**config.mk**
```make
export PLATFORM = sky130hd
export DESIGN_NAME = ixc_readback_21
export DESIGN_NICKNAME = d
export VERILOG_FILES = /design/src/rtl/ixc_readback_pkg.sv /design/src/rtl/ixc_readback_shreg.sv /design/src/rtl/ixc_readback_21.sv
export SDC_FILE = /design/constraint.sdc
export NUM_CORES = 1
export LEC_CHECK = 0
export ABC_AREA = 0
export BUFFER_PORTS_ARGS = -buffer_cell sky130_fd_sc_hd__buf_2
export CELL_PAD_IN_SITES_DETAIL_PLACEMENT = 0
export CELL_PAD_IN_SITES_GLOBAL_PLACEMENT = 1
export CORE_MARGIN = 8
export CORE_UTILIZATION = 34
export DETAILED_ROUTE_END_ITERATION = 7
export PLACE_DENSITY = 0.77
export SLEW_MARGIN = 5
export SYNTH_ARGS = -nofsm -noshare
export SYNTH_HDL_FRONTEND = slang
export SYNTH_SLANG_ARGS = --single-unit
```
**constraint.sdc**
```tcl
create_clock -name clk -period 1.55 [get_ports clk]
set_input_delay 0.31 -clock clk [delete_from_list [all_inputs] [get_ports clk]]
set_output_delay 0.31 -clock clk [all_outputs]
set_load 0.01 [all_outputs]
```
**src/rtl/ixc_readback_pkg.sv**
```systemverilog
// ixc_readback_pkg
//   Shared definitions for the ixc_readback_21 probe readback block:
//   FSM state enum, beat-count helper and the beat-index width.
package ixc_readback_pkg;

    typedef enum logic {
        IDLE = 1'b0,
        SEND = 1'b1
    } state_e;

    // Width of rd_idx; covers up to four beats.
    localparam int IDX_W = 2;

    // Number of BEAT-wide slices needed to cover a WIDTH-bit word.
    function automatic int num_beats(input int width, input int beat);
        return (width + beat - 1) / beat;
    endfunction

endpackage

```
**src/rtl/ixc_readback_shreg.sv**
```systemverilog
// ixc_readback_shreg
//   Shadow register for a captured probe word, zero-padded to a whole
//   number of beats. The current beat is always the low BEAT bits; each
//   advance shifts the next slice down, so the top beat reads 0 above WIDTH.
// Ports:
//   clk, rst   clock, synchronous active-high reset (clears shadow)
//   load_i     capture word_i into the shadow register
//   adv_i      shift to the next beat
//   word_i     word to capture
//   beat_o     current beat slice
module ixc_readback_shreg
    import ixc_readback_pkg::*;
#(
    parameter int WIDTH = 21,
    parameter int BEAT  = 7
) (
    input  logic             clk,
    input  logic             rst,
    input  logic             load_i,
    input  logic             adv_i,
    input  logic [WIDTH-1:0] word_i,
    output logic [BEAT-1:0]  beat_o
);

    localparam int NB = num_beats(WIDTH, BEAT);
    localparam int SW = NB * BEAT;

    logic [SW-1:0] shadow_q, shadow_d;

    always_comb begin
        shadow_d = shadow_q;
        if (load_i)
            shadow_d = SW'(word_i);
        else if (adv_i)
            shadow_d = shadow_q >> BEAT;
    end

    always_ff @(posedge clk) begin
        if (rst)
            shadow_q <= '0;
        else
            shadow_q <= shadow_d;
    end

    assign beat_o = shadow_q[BEAT-1:0];

endmodule

```
**src/rtl/ixc_readback_21.sv**
```systemverilog
// ixc_readback_21
//   Captures a probe word on snap_req and streams it to a host as
//   NUM_BEATS LSB-first beats over a valid/ready handshake.
// Ports:
//   clk, rst            clock, synchronous active-high reset
//   probe               word to capture
//   snap_req            single-cycle capture request
//   snap_busy           high while beats remain to be transferred
//   snap_ovf            sticky: snap_req seen while busy
//   rd_valid/rd_ready   beat handshake
//   rd_data/rd_idx      current beat and its index
//   rd_last             current beat is the final one
//   rd_par              even parity over rd_data (only with
//                       IXC_READBACK_PARITY_EN defined)
module ixc_readback_21
    import ixc_readback_pkg::*;
#(
    parameter int WIDTH = 21,
    parameter int BEAT  = 7
) (
    input  logic             clk,
    input  logic             rst,
    input  logic [WIDTH-1:0] probe,
    input  logic             snap_req,
    output logic             snap_busy,
    output logic             snap_ovf,
    output logic             rd_valid,
    input  logic             rd_ready,
    output logic [BEAT-1:0]  rd_data,
    output logic [IDX_W-1:0] rd_idx,
    output logic             rd_last
`ifdef IXC_READBACK_PARITY_EN
    ,
    output logic             rd_par
`endif
);

    localparam int NB = num_beats(WIDTH, BEAT);

    state_e           state_q, state_d;
    logic [IDX_W-1:0] idx_q, idx_d;
    logic             ovf_q, ovf_d;
    logic             load, adv, last;

    assign last = (state_q == SEND) && (idx_q == IDX_W'(NB - 1));

    always_comb begin
        state_d = state_q;
        idx_d   = idx_q;
        ovf_d   = ovf_q;
        load    = 1'b0;
        adv     = 1'b0;
        case (state_q)
            IDLE: begin
                if (snap_req) begin
                    load    = 1'b1;
                    state_d = SEND;
                    idx_d   = '0;
                    ovf_d   = 1'b0;
                end
            end
            SEND: begin
                // A request here, including on the final transfer edge,
                // is an overrun and never a capture.
                if (snap_req)
                    ovf_d = 1'b1;
                if (rd_ready) begin
                    adv = 1'b1;
                    if (last) begin
                        state_d = IDLE;
                        idx_d   = '0;
                    end else begin
                        idx_d = idx_q + IDX_W'(1);
                    end
                end
            end
            default: state_d = IDLE;
        endcase
    end

    always_ff @(posedge clk) begin
        if (rst) begin
            state_q <= IDLE;
            idx_q   <= '0;
            ovf_q   <= 1'b0;
        end else begin
            state_q <= state_d;
            idx_q   <= idx_d;
            ovf_q   <= ovf_d;
        end
    end

    ixc_readback_shreg #(
        .WIDTH (WIDTH),
        .BEAT  (BEAT)
    ) u_shreg (
        .clk    (clk),
        .rst    (rst),
        .load_i (load),
        .adv_i  (adv),
        .word_i (probe),
        .beat_o (rd_data)
    );

    assign rd_valid  = (state_q == SEND);
    assign snap_busy = (state_q == SEND);
    assign snap_ovf  = ovf_q;
    assign rd_idx    = idx_q;
    assign rd_last   = last;

`ifdef IXC_READBACK_PARITY_EN
    // Shadow is cleared in reset, so parity reads 0 there as well.
    assign rd_par = ^rd_data;
`endif

endmodule

```
# ---- Word level (Yosys, flattened, before mapping)
# Cells that the tools add are included.
# W data, S select, Z words.
dict set report op_classes {
  n_addsub 1
  n_bitwise 1
  n_reduce_logical 4
  eq_ne 4
  n_mux 16
}
# operator count
set ops {}
lappend ops {{$mux W21} 2}
lappend ops {{$mux W1} 8}
lappend ops {{$mux W2} 3}
lappend ops {{$ne A2 B2 Y1 const B} 3}
lappend ops {{$pmux W1 S2} 2}
lappend ops {{$pmux W2 S2} 1}
lappend ops {{$reduce_and A2 Y1} 2}
lappend ops {{$add A2 B1 Y2 const B} 1}
lappend ops {{$eq A2 B2 Y1 const B} 1}
lappend ops {{$reduce_bool A2 Y1} 1}
lappend ops {{$logic_and A1 B1 Y1} 1}
lappend ops {{$not A1 Y1} 1}
dict set report word_totals {
  register_bits 25
  word_cells 30
}

# ---- Depth between registers and ports, before layout
# Gate-level depths: netlist of run 1.
dict set report depth {
  depth_word 5
  mapped_depth 4
}

# ---- By module
# Synthesis of run 1 repeated with hierarchy kept, for this count alone.
dict set report unflattened {
  cells_unflattened 121
  hier_area_um2 1203.7
}
# module instances seq_area_each_um2 area_per_inst_um2 cells_each
set modules_own_cells {}
lappend modules_own_cells {ixc_readback_shreg 1 420.4 987.2 100}
lappend modules_own_cells {ixc_readback_21 1 80.1 216.5 21}

# ---- Worst setup path before layout of run 1
# OpenSTA, ideal clock, no wires.
dict set report synth_timing {
  path_kind {reg-to-reg}
  from {register state_q, in the netlist rd_valid}
  to {register state_q, in the netlist rd_valid}
  path_buffers 1
  t_required_ps 1419
  path_stages_with_launch 5
  t_arrival_ps 1016
  setup_slack_ps 403
  synth_period_minus_slack_ps 1147
  setup_time_ps 131
  path_cell_list {dfxtp_1 > nand2_1 > buf_2 > nor3b_1 > nor3_1}
}
dict set report synth_via {
  elab_chain_cells 4
  word_cells_on_any_way 5
  cone_classes {mux: 3; bitwise: 1; reduce/logical: 1}
}
# item line
set synth_rtl {}
lappend synth_rtl {{start, declared} ixc_readback_21.sv:40} ;# state_e state_q, state_d;
lappend synth_rtl {{start signal, assigned} ixc_readback_21.sv:87} ;# state_q <= state_d;
lappend synth_rtl {{$logic_and A1 B1 Y1} ixc_readback_21.sv:45} ;# assign last = (state_q == SEND) && (idx_q == IDX_W'(NB - 1));
lappend synth_rtl {{$mux W1} ixc_readback_21.sv:69} ;# if (last) begin
lappend synth_rtl {{$mux W1} ixc_readback_21.sv:67} ;# if (rd_ready) begin
lappend synth_rtl {{$pmux W1 S2 (*)} ixc_readback_21.sv:53} ;# case (state_q)
# Every way passes the cells marked *; elsewhere a longest branch is shown, timed or not.
# A chain may end at the register's enable or synchronous reset.

# ---- Worst setup path after layout of run 1
dict set report layout_timing {
  from {register state_q, in the netlist rd_valid}
  to {output port rd_last}
}
dict set report layout_via {
  elab_chain_cells 1
}
# item line
set layout_rtl {}
lappend layout_rtl {{$logic_and A1 B1 Y1} ixc_readback_21.sv:45}
lappend layout_rtl {{end, declared} ixc_readback_21.sv:31} ;# output logic rd_last
# Every way passes these cells.

==> impl_metrics.toml, run 1 <==
[outcome]
status = "finished, final reports clean"

[min_path]
holdPathEnd = "u_shreg.shadow_q[20]$_SDFFE_PP0P_"
min-delay-start = "probe[20]"
hp-class = "input port to register"
holdPathStages = 3

[sta]
hold_viol_final = 0
relSlewSlack_pct = 73.80
min_period_ns = 1.403
slew_viol_final = 0
fmax_ghz = 0.7128
finalSetupTns_ns = 0
worstMarginPinSlew_ns = 0.3930
min_period_over_period_pct = 90.51
finClkSkew_ns = 0.003501
rsz0062_at_grt = "no"
whs_ns = 0.2211
setup-violations-final = 0

[clock_tree]
ctsResizeCount = 0
cts.sinks = 25
cts_setup_buffers = 0
hold_buffers = 0
cts_max_path_buffers = 2
tritoncts = "built"
numCtsBuffers = 3
clkTransAtPathRegs_ns = 0.13
clk_latency_ns = 0.31
cts_root_buf = "clkbuf_4"
ctsHtreeMaxLevel = 1

[power]
seqPwrFrac_pct = 60.2
internal_power_mw = 0.8697
power_switching_mw = 0.3120
p_sw_share_pct = 26.40
clkPwrFrac_pct = 23.9
p_leak_nw = 0.5614
p_per_area_mw_per_mm2 = 931.5
combPwrFrac_pct = 15.9
ir_drop_v = 0.0002653

[final_layout]
post-route-util_pct = 41.56
fillers = 343
seq_area_um2 = 500.5
antenna_cells = 0
nets = 188
area_growth_pct = 16.82
drive_above_1_share_pct = 26.54
multi_input_area_um2 = 474.2

[synth]
yosysSeqAreaShare_pct = 46.08
synth.net_count = 161
ys_top_cells_by_area = "dfxtp_1 46%, nand2_1 15%, a311oi_1 11%, buf_4 8.3%, nor2_1 5.5%"
syn_area_per_cell_um2 = 7.986
syn_inst = 136
async_flop_share_pct = 0
synth_seq_cells = 25
synthFlopType = "dfxtp_1"
yosysUniqueCellTypes = 20
yosysTopAreaCell = "dfxtp_1"
yosys_warnings = 0
synth-edff-count = 0
ys_top_cells_by_count = "43 x nand2_1, 25 x dfxtp_1, 16 x nor2_1, 14 x a311oi_1, 12 x buf_4"
synth.most_common_cell = "nand2_1"
synth_top_area_share_pct = 46.08
syn-cell-area_mm2 = 0.001086

[floorplanning]
start_util_pct = 35.57
fp.coreArea_mm2 = 0.003053
dieWidth_um = 72.52
die_y_um = 72.52
pin_count = 38
die_area_mm2 = 0.005258
core.rowCount = 20

[critical_path]
endpoint_kind = "primary output"
reg2reg_depth = 3
startpoint_type = "register"
worstPathMaxFanout = 10
worstPathRequired_ns = 1.24
timing.rr.start = "rd_valid$_SDFF_PP0_"
reg2reg_to = "u_shreg.shadow_q[5]$_SDFFE_PP0P_"
critical_path_arrival_ns = 1.09
rrSetupSlack_ns = 0.20
setup.worst_path.class = "register to primary output"

[place]
port_buffers = 37
place_hpwl_um = 1805
gp_congestion = 0.7494

[route]
via_count = 946
wl_um = 2516
viasPerCell = 4.592
drc = 0
drtPass1Iterations = 4
post_drt_wl_per_cell_um = 12.21
initialDrtViolationCount = 57
ant_nets = 0

[global_route]
track_usage_pct = 10.01
grt_pass1_wl_um = 4305
antenna_found_initial = 0
grt_start_max_net_pins = 31
gr-total-overflow = 0
grt_pass1_vias = 956

[run]
max-cap-violations = 0
==> layout by cell type (no fill, tap or decap), drive strengths merged <==
cell / Yosys / layout
or2b: 1 / 1
mux2i: 1 / 1
nor3b: 1 / 1
nor2: 16 / 16
and2b: 1 / 1
nor3: 1 / 1
nand3: 1 / 1
nor2b: 1 / 1
or3: 1 / 1
clkbuf: 3 / 4
nand2: 43 / 43
nand4b: 1 / 1
a21oi: 9 / 9
buf: 14 / 39
nand2b: 1 / 1
dfxtp: 25 / 25
o21ai: 1 / 1
a311oi: 14 / 14
and3b: 1 / 1
==> cell type report <==
cell class              instances  area share (%)
repair buffers                 39           16.77
well taps                      44           4.339
flip-flops and latches         25           39.45
clock buffers                   4           2.071
multi-input cells              94           37.38
==> flip-flops by register name, summed over array words and instances, names as in the netlist <==
signal and count:
rd_idx 2, rd_valid 1, snap_ovf 1, u_shreg.shadow_q 21
==> power groups by stage <==
stage | sequential [mW] | combinational [mW] | clock [mW]
6_report | 0.711 | 0.188 | 0.283
3_5_place_dp | 0.726 | 0.190 | 0
2_1_floorplan | 0.724 | 0.139 | 0
3_3_place_gp | 0.725 | 0.186 | 0
5_1_grt | 0.718 | 0.214 | 0.325
4_1_cts | 0.711 | 0.191 | 0.299
==> critical path, stage by stage, from the launching register on <==
cell and delay (ns):
dfxtp_1 0.48, and3b_1 0.19, buf_2 0.12
==> worst max-delay path by stage <==
stage                              startpoint                           endpoint  slack (ns)  cells past startpoint
after floorplan           rd_valid$_SDFF_PP0_                rd_valid$_SDFF_PP0_        0.40                      4
after global placement               snap_req  u_shreg.shadow_q[13]$_SDFFE_PP0P_        0.28                      4
after detailed placement  rd_valid$_SDFF_PP0_   u_shreg.shadow_q[2]$_SDFFE_PP0P_        0.19                      3
after CTS                 rd_valid$_SDFF_PP0_                            rd_last        0.13                      2
after global routing      rd_valid$_SDFF_PP0_   u_shreg.shadow_q[2]$_SDFFE_PP0P_        0.03                      3
final                     rd_valid$_SDFF_PP0_                            rd_last        0.15                      2
==> metrics by stage <==
| step | instances | power, mW | setup slack, ns | cell area [um2] |
|---|---|---|---|---|
| after CTS | 206 | 1.201 | 0.1284 | 1269 |
| final | 206 | 1.182 | 0.1471 | 1269 |
| after floorplan | 136 | 0.8625 | 0.4028 | 1086 |
| after global routing | 206 | 1.256 | 0.03366 | 1269 |
| after global placement | 202 | 0.9114 | 0.2757 | 1242 |
| after detailed placement | 202 | 0.9161 | 0.1885 | 1242 |
==> kinds of logic after synthesis <==
kind of cell	synth area share, %
AND/OR/NAND/NOR	26.84
buffers and inverters	10.25
AO/OA/AOI/OAI	15.90
flip-flops	46.08
multiplexers	0.9217
==> metal layers <==
metal / vias up / wire (um) / track usage, %
li1: 506 / - / -
met1: 412 / 1312 / 13.35
met2: 26 / 1040 / 14.64
met3: 2 / 131 / 2.479
met4: 0 / 31 / 4.667
met5: - / 0 / 0
Power figures use the tool's default switching activity.
==> run 2: changes to the inputs <==
--- a/config.mk
+++ b/config.mk
@@ -9,7 +9,8 @@
 export BUFFER_PORTS_ARGS = -buffer_cell sky130_fd_sc_hd__buf_2
 export CELL_PAD_IN_SITES_DETAIL_PLACEMENT = 0
 export CELL_PAD_IN_SITES_GLOBAL_PLACEMENT = 1
-export CORE_MARGIN = 8
+export CORE_ASPECT_RATIO = 1.1
+export CORE_MARGIN = 4
 export CORE_UTILIZATION = 34
 export DETAILED_ROUTE_END_ITERATION = 7
 export PLACE_DENSITY = 0.77
==> run 2 against run 1 <==
Against the previous run: design area shrank 1.4%; wire length shrank 6.5%; die area down 21%; non-clock buffer count up 1; register-to-register slack got worse by 0.03 ns; clock power is essentially flat; combinational power fell by 3%; count of clock-buffer cells in the layout stayed put; critical path type unchanged; largest cell class unchanged; largest power group unchanged; highest routed layer unchanged.
==> impl_metrics.toml, run 2 (same netlist as run 1, synthesis figures left out) <==
[final_layout]
fillers = 345
regMostFlops = "u_shreg.shadow_q"
mostFrequentLayoutCell = "nand2_1"
nets = 189
antenna_cells = 0
post-route-util_pct = 41.05
drive_above_1_share_pct = 26.99
instances_no_fill = 197
largest_register_ffs = 21
final_cell_mix = "43 x nand2_1, 37 x buf_2, 25 x dfxtp_1, 16 x nor2_1, 14 x a311oi_1"
area_growth_pct = 15.21

[sta]
min_period_ns = 1.449
min_period_over_period_pct = 93.51
whs_ns = 0.2216
relSlewSlack_pct = 74.82
finalSetupTns_ns = 0
setup-violations-final = 0
worstMarginPinSlew_ns = 0.3777
rsz0062_at_grt = "no"
hold_viol_final = 0
finClkSkew_ns = 0.002531
slew_viol_final = 0
fmax_ghz = 0.6899

[global_route]
track_usage_pct = 11.88
antenna_found_initial = 0
grt_pass1_vias = 852
grt_pass1_wl_um = 3705
gr-total-overflow = 0
grt_start_max_net_pins = 23

[critical_path]
reg2reg_depth = 3
reg2reg_to = "u_shreg.shadow_q[13]$_SDFFE_PP0P_"
rrSetupSlack_ns = 0.17
critical_path_arrival_ns = 1.14
setup.worst_path.class = "register to primary output"
worstPathRequired_ns = 1.24
worstPathMaxFanout = 10
endpoint_kind = "primary output"
startpoint_type = "register"
timing.rr.start = "rd_valid$_SDFF_PP0_"

[min_path]
min-delay-start = "probe[19]"
hp-class = "input port to register"
holdPathStages = 3
holdPathEnd = "u_shreg.shadow_q[19]$_SDFFE_PP0P_"

[route]
viasPerCell = 4.929
ant_nets = 0
via_count = 971
drc = 0
drtPass1Iterations = 4
post_drt_wl_per_cell_um = 11.94
wl_um = 2353
initialDrtViolationCount = 37

[clock_tree]
numCtsBuffers = 3
cts_max_path_buffers = 2
cts.sinks = 25
cts_setup_buffers = 0
cts_root_buf = "clkbuf_4"
clk_latency_ns = 0.31
ctsHtreeMaxLevel = 1
tritoncts = "built"
clkTransAtPathRegs_ns = 0.13
ctsResizeCount = 0
hold_buffers = 0

[outcome]
status = "finished, final reports clean"

[floorplanning]
start_util_pct = 35.63
pin_count = 38
dieWidth_um = 61.89
die_y_um = 67.28
fp.coreArea_mm2 = 0.003048
die_area_mm2 = 0.004163
core.rowCount = 21

[place]
gp_congestion = 0.7228
place_hpwl_um = 1694
dpl.cell_count = 193
port_buffers = 37

[power]
p_total_mw = 1.177
ir_drop_v = 0.0003747
p_leak_nw = 0.5599
p_per_area_mw_per_mm2 = 941.1

[run]
max-cap-violations = 0
## run 2: metrics by stage
stage          worst slack, ns  cell area [um2]
2_1_floorplan           0.4028             1086
3_3_place_gp            0.2809             1225
3_5_place_dp            0.1816             1225
4_1_cts                0.08876             1251
5_1_grt               0.009014             1251
6_report                0.1006             1251
## run 2: final cells by class
type	count	area [um2]	area share, %
clock buffers	4	26.28	2.100
multi-input cells	94	474.2	37.90
flip-flops and latches	25	500.5	40.00
well taps	34	42.54	3.400
repair buffers	40	207.7	16.60
## run 2: critical path: stages (launching register included)
cell,delay [ns]
dfxtp_1,0.50
and3b_1,0.20
buf_2,0.13
## run 2: metal layers
| metal | up-vias | share of wire (%) | GRT usage, % |
|---|---|---|---|
| met5 | - | 0 | 0 |
| met3 | 2 | 5.1 | 3.059 |
| met1 | 443 | 47 | 16.41 |
| met4 | 0 | 0.64 | 4.775 |
| met2 | 16 | 47 | 17.41 |
| li1 | 510 | - | - |
## run 2: report_power, final
group          total (mW)  leakage [nW]  switching, mW  internal [mW]
Combinational       0.183         0.339          0.103         0.0806
Sequential          0.712         0.206         0.0250          0.687
Clock               0.282        0.0150          0.182          0.100
## run 2: how the worst max path moves through the flow
| stage | start | end | cells after the start | slack (ns) |
|---|---|---|---|---|
| 3_5_place_dp | rd_valid$_SDFF_PP0_ | u_shreg.shadow_q[13]$_SDFFE_PP0P_ | 3 | 0.18 |
| 6_report | rd_valid$_SDFF_PP0_ | rd_last | 2 | 0.10 |
| 4_1_cts | rd_valid$_SDFF_PP0_ | rd_last | 2 | 0.09 |
| 3_3_place_gp | rd_valid$_SDFF_PP0_ | u_shreg.shadow_q[11]$_SDFFE_PP0P_ | 3 | 0.28 |
| 2_1_floorplan | rd_valid$_SDFF_PP0_ | rd_valid$_SDFF_PP0_ | 4 | 0.40 |
| 5_1_grt | rd_valid$_SDFF_PP0_ | u_shreg.shadow_q[7]$_SDFFE_PP0P_ | 3 | 0.009 |
==> run 3: changes to the inputs <==
--- a/config.mk
+++ b/config.mk
@@ -5,15 +5,15 @@
 export SDC_FILE = /design/constraint.sdc
 export NUM_CORES = 1
 export LEC_CHECK = 0
-export ABC_AREA = 0
+export ABC_AREA = 1
 export BUFFER_PORTS_ARGS = -buffer_cell sky130_fd_sc_hd__buf_2
 export CELL_PAD_IN_SITES_DETAIL_PLACEMENT = 0
 export CELL_PAD_IN_SITES_GLOBAL_PLACEMENT = 1
 export CORE_ASPECT_RATIO = 1.1
 export CORE_MARGIN = 4
-export CORE_UTILIZATION = 34
+export CORE_UTILIZATION = 37
 export DETAILED_ROUTE_END_ITERATION = 7
-export PLACE_DENSITY = 0.77
+export PLACE_DENSITY = 0.79
 export SLEW_MARGIN = 5
 export SYNTH_ARGS = -nofsm -noshare
 export SYNTH_HDL_FRONTEND = slang
==> run 3 against run 2 <==
Against the previous run: register-to-register slack gained 0.18 ns; global-route usage shrank 0.15 points; highest routed layer unchanged; core utilization increased by 2.3 points; largest cell class is now multi-input gates; design area up 18%; non-clock buffer count shrank 2; worst hold slack got worse by 0.046 ns; power is 13% higher; count of clock-buffer cells in the layout down 1; first-iteration DRC count grew 24%.
==> impl_metrics.toml, run 3 <==
[outcome]
status = "finished, final reports clean"

[sta]
worstMarginPinSlew_ns = 0.3666
hold_viol_final = 0
slew_viol_final = 0
relSlewSlack_pct = 75.50
setup_slack_ns = 0.1009
finClkSkew_ns = 0.006134
fmax_ghz = 0.6901
finalSetupTns_ns = 0
setup-violations-final = 0
rsz0062_at_grt = "no"
min_period_over_period_pct = 93.49
min_period_ns = 1.449

[synth]
synth_seq_cells = 25
yosysSeqAreaShare_pct = 37.52
yosysUniqueCellTypes = 22
syn_inst = 166
synth.net_count = 191
ys_top_cells_by_count = "33 x nand2_1, 25 x dfxtp_1, 21 x inv_1, 16 x o21ai_0, 13 x nor2_1"
synth_top_area_share_pct = 37.52
ys_top_cells_by_area = "dfxtp_1 38%, nand2_1 9.3%, a21oi_2 6.6%, o21ai_0 6.0%, inv_1 5.9%"
async_flop_share_pct = 0
synth-edff-count = 0
synthFlopType = "dfxtp_1"
yosysTopAreaCell = "dfxtp_1"
syn_area_per_cell_um2 = 8.035
syn-cell-area_mm2 = 0.001334
synth.most_common_cell = "nand2_1"
yosys_warnings = 0

[final_layout]
mostFrequentLayoutCell = "buf_2"
nets = 219
post-route-util_pct = 43.37
antenna_cells = 0
final_cell_mix = "37 x buf_2, 33 x nand2_1, 24 x dfxtp_1, 21 x inv_1, 16 x o21ai_0"
regMostFlops = "u_shreg.shadow_q"
area_growth_pct = 10.98
largest_register_ffs = 21
drive_above_1_share_pct = 34.72

[global_route]
antenna_found_initial = 0
grt_pass1_wl_um = 4353
grt_pass1_vias = 999
grt_start_max_net_pins = 37
gr-total-overflow = 0
track_usage_pct = 11.72

[clock_tree]
cts.sinks = 25
cts_root_buf = "clkbuf_4"
hold_buffers = 0
numCtsBuffers = 3
cts_max_path_buffers = 2
ctsHtreeMaxLevel = 1
tritoncts = "built"
clkTransAtPathRegs_ns = 0.14
clk_latency_ns = 0.32

[critical_path]
critical_path_arrival_ns = 1.14
endpoint_kind = "primary output"
rrSetupSlack_ns = 0.35
worstPathRequired_ns = 1.24
setup.worst_path.class = "register to primary output"
startpoint_type = "register"
reg2reg_depth = 3
timing.rr.start = "rd_valid$_SDFF_PP0_"
startpoint = "rd_valid$_SDFF_PP0_"
worstPathMaxFanout = 7

[power]
p_leak_nw = 0.7024
p_per_area_mw_per_mm2 = 899.1
ir_drop_v = 0.0003531

[run]
max-cap-violations = 0

[place]
post-place-ws_ns = 0.2478
port_buffers = 37
gp_congestion = 0.7486
place_hpwl_um = 1884

[min_path]
holdPathStages = 2
min-delay-start = "rst"
hp-class = "input port to register"

[route]
via_count = 1063
drtPass1Iterations = 4
post_drt_wl_per_cell_um = 10.41
viasPerCell = 4.411
drc = 0
ant_nets = 0
wl_um = 2510
initialDrtViolationCount = 46

[floorplanning]
start_util_pct = 39.08
die_area_mm2 = 0.004630
dieWidth_um = 65.25
fp.coreArea_mm2 = 0.003413
die_y_um = 70.97
core.rowCount = 22
pin_count = 38
==> run 3: path summary, 6_finish.rpt <==
check                                       to
max reg2reg  u_shreg.shadow_q[19]$_SDFFE_PP0P_
min reg2reg  u_shreg.shadow_q[11]$_SDFFE_PP0P_
min          u_shreg.shadow_q[11]$_SDFFE_PP0P_
max                                    rd_last
==> run 3: where the power goes <==
| part | switching (mW) | internal, mW |
|---|---|---|
| clock network | 0.200 | 0.0984 |
| logic | 0.182 | 0.128 |
| registers | 0.0242 | 0.698 |
==> run 3: area by class of cell <==
type	instances	area, um2
fill	379	1933
multi-input combinational	102	601.8
sequential	25	504.2
timing repair buffer	38	192.7
inverter	24	91.34
tap	48	60.06
clock buffer	3	22.52
clock inverter	1	7.507
==> run 3: what timing repair did <==
item                                    in CTS  in global routing
gates resized for setup                      2                  1
buffers inserted                             0                  0
endpoints found under the setup margin       1                  1
gates cloned                                 0                  0
pin swaps                                    0                  0
==> run 3: per-stage QoR <==
stage	std cells	hold slack, ns	instance area, um2	total power [mW]
6_report	241	0.1759	1480	1.331
4_1_cts	241	0.1575	1475	1.359
5_1_grt	241	0.1519	1480	1.437
3_3_place_gp	237	0.4561	1441	1.045
2_1_floorplan	166	0.3791	1334	1.007
3_5_place_dp	237	0.4648	1441	1.051
==> run 3: worst max-delay path, stage by stage, from the launching register on <==
cell and delay (ns):
dfxtp_4 0.41, inv_2 0.07, nor3_2 0.18, buf_2 0.16
==> run 3: per-layer routing <==
metal,track usage (%),vias up,wire length (um)
met4,3.456,0,23
met2,19.57,27,1150
met1,14.93,459,1184
li1,-,575,-
met5,0,-,0
met3,2.698,2,151
==> run 3: logic make-up (layout without fill, tap and decap cells) <==
group           Yosys count  count (layout)  share of synthesized area (%)
buf+inv                  39              66                          17.73
compound gates           36              36                          18.01
flops                    25              25                          37.52
simple gates             66              66                          26.74
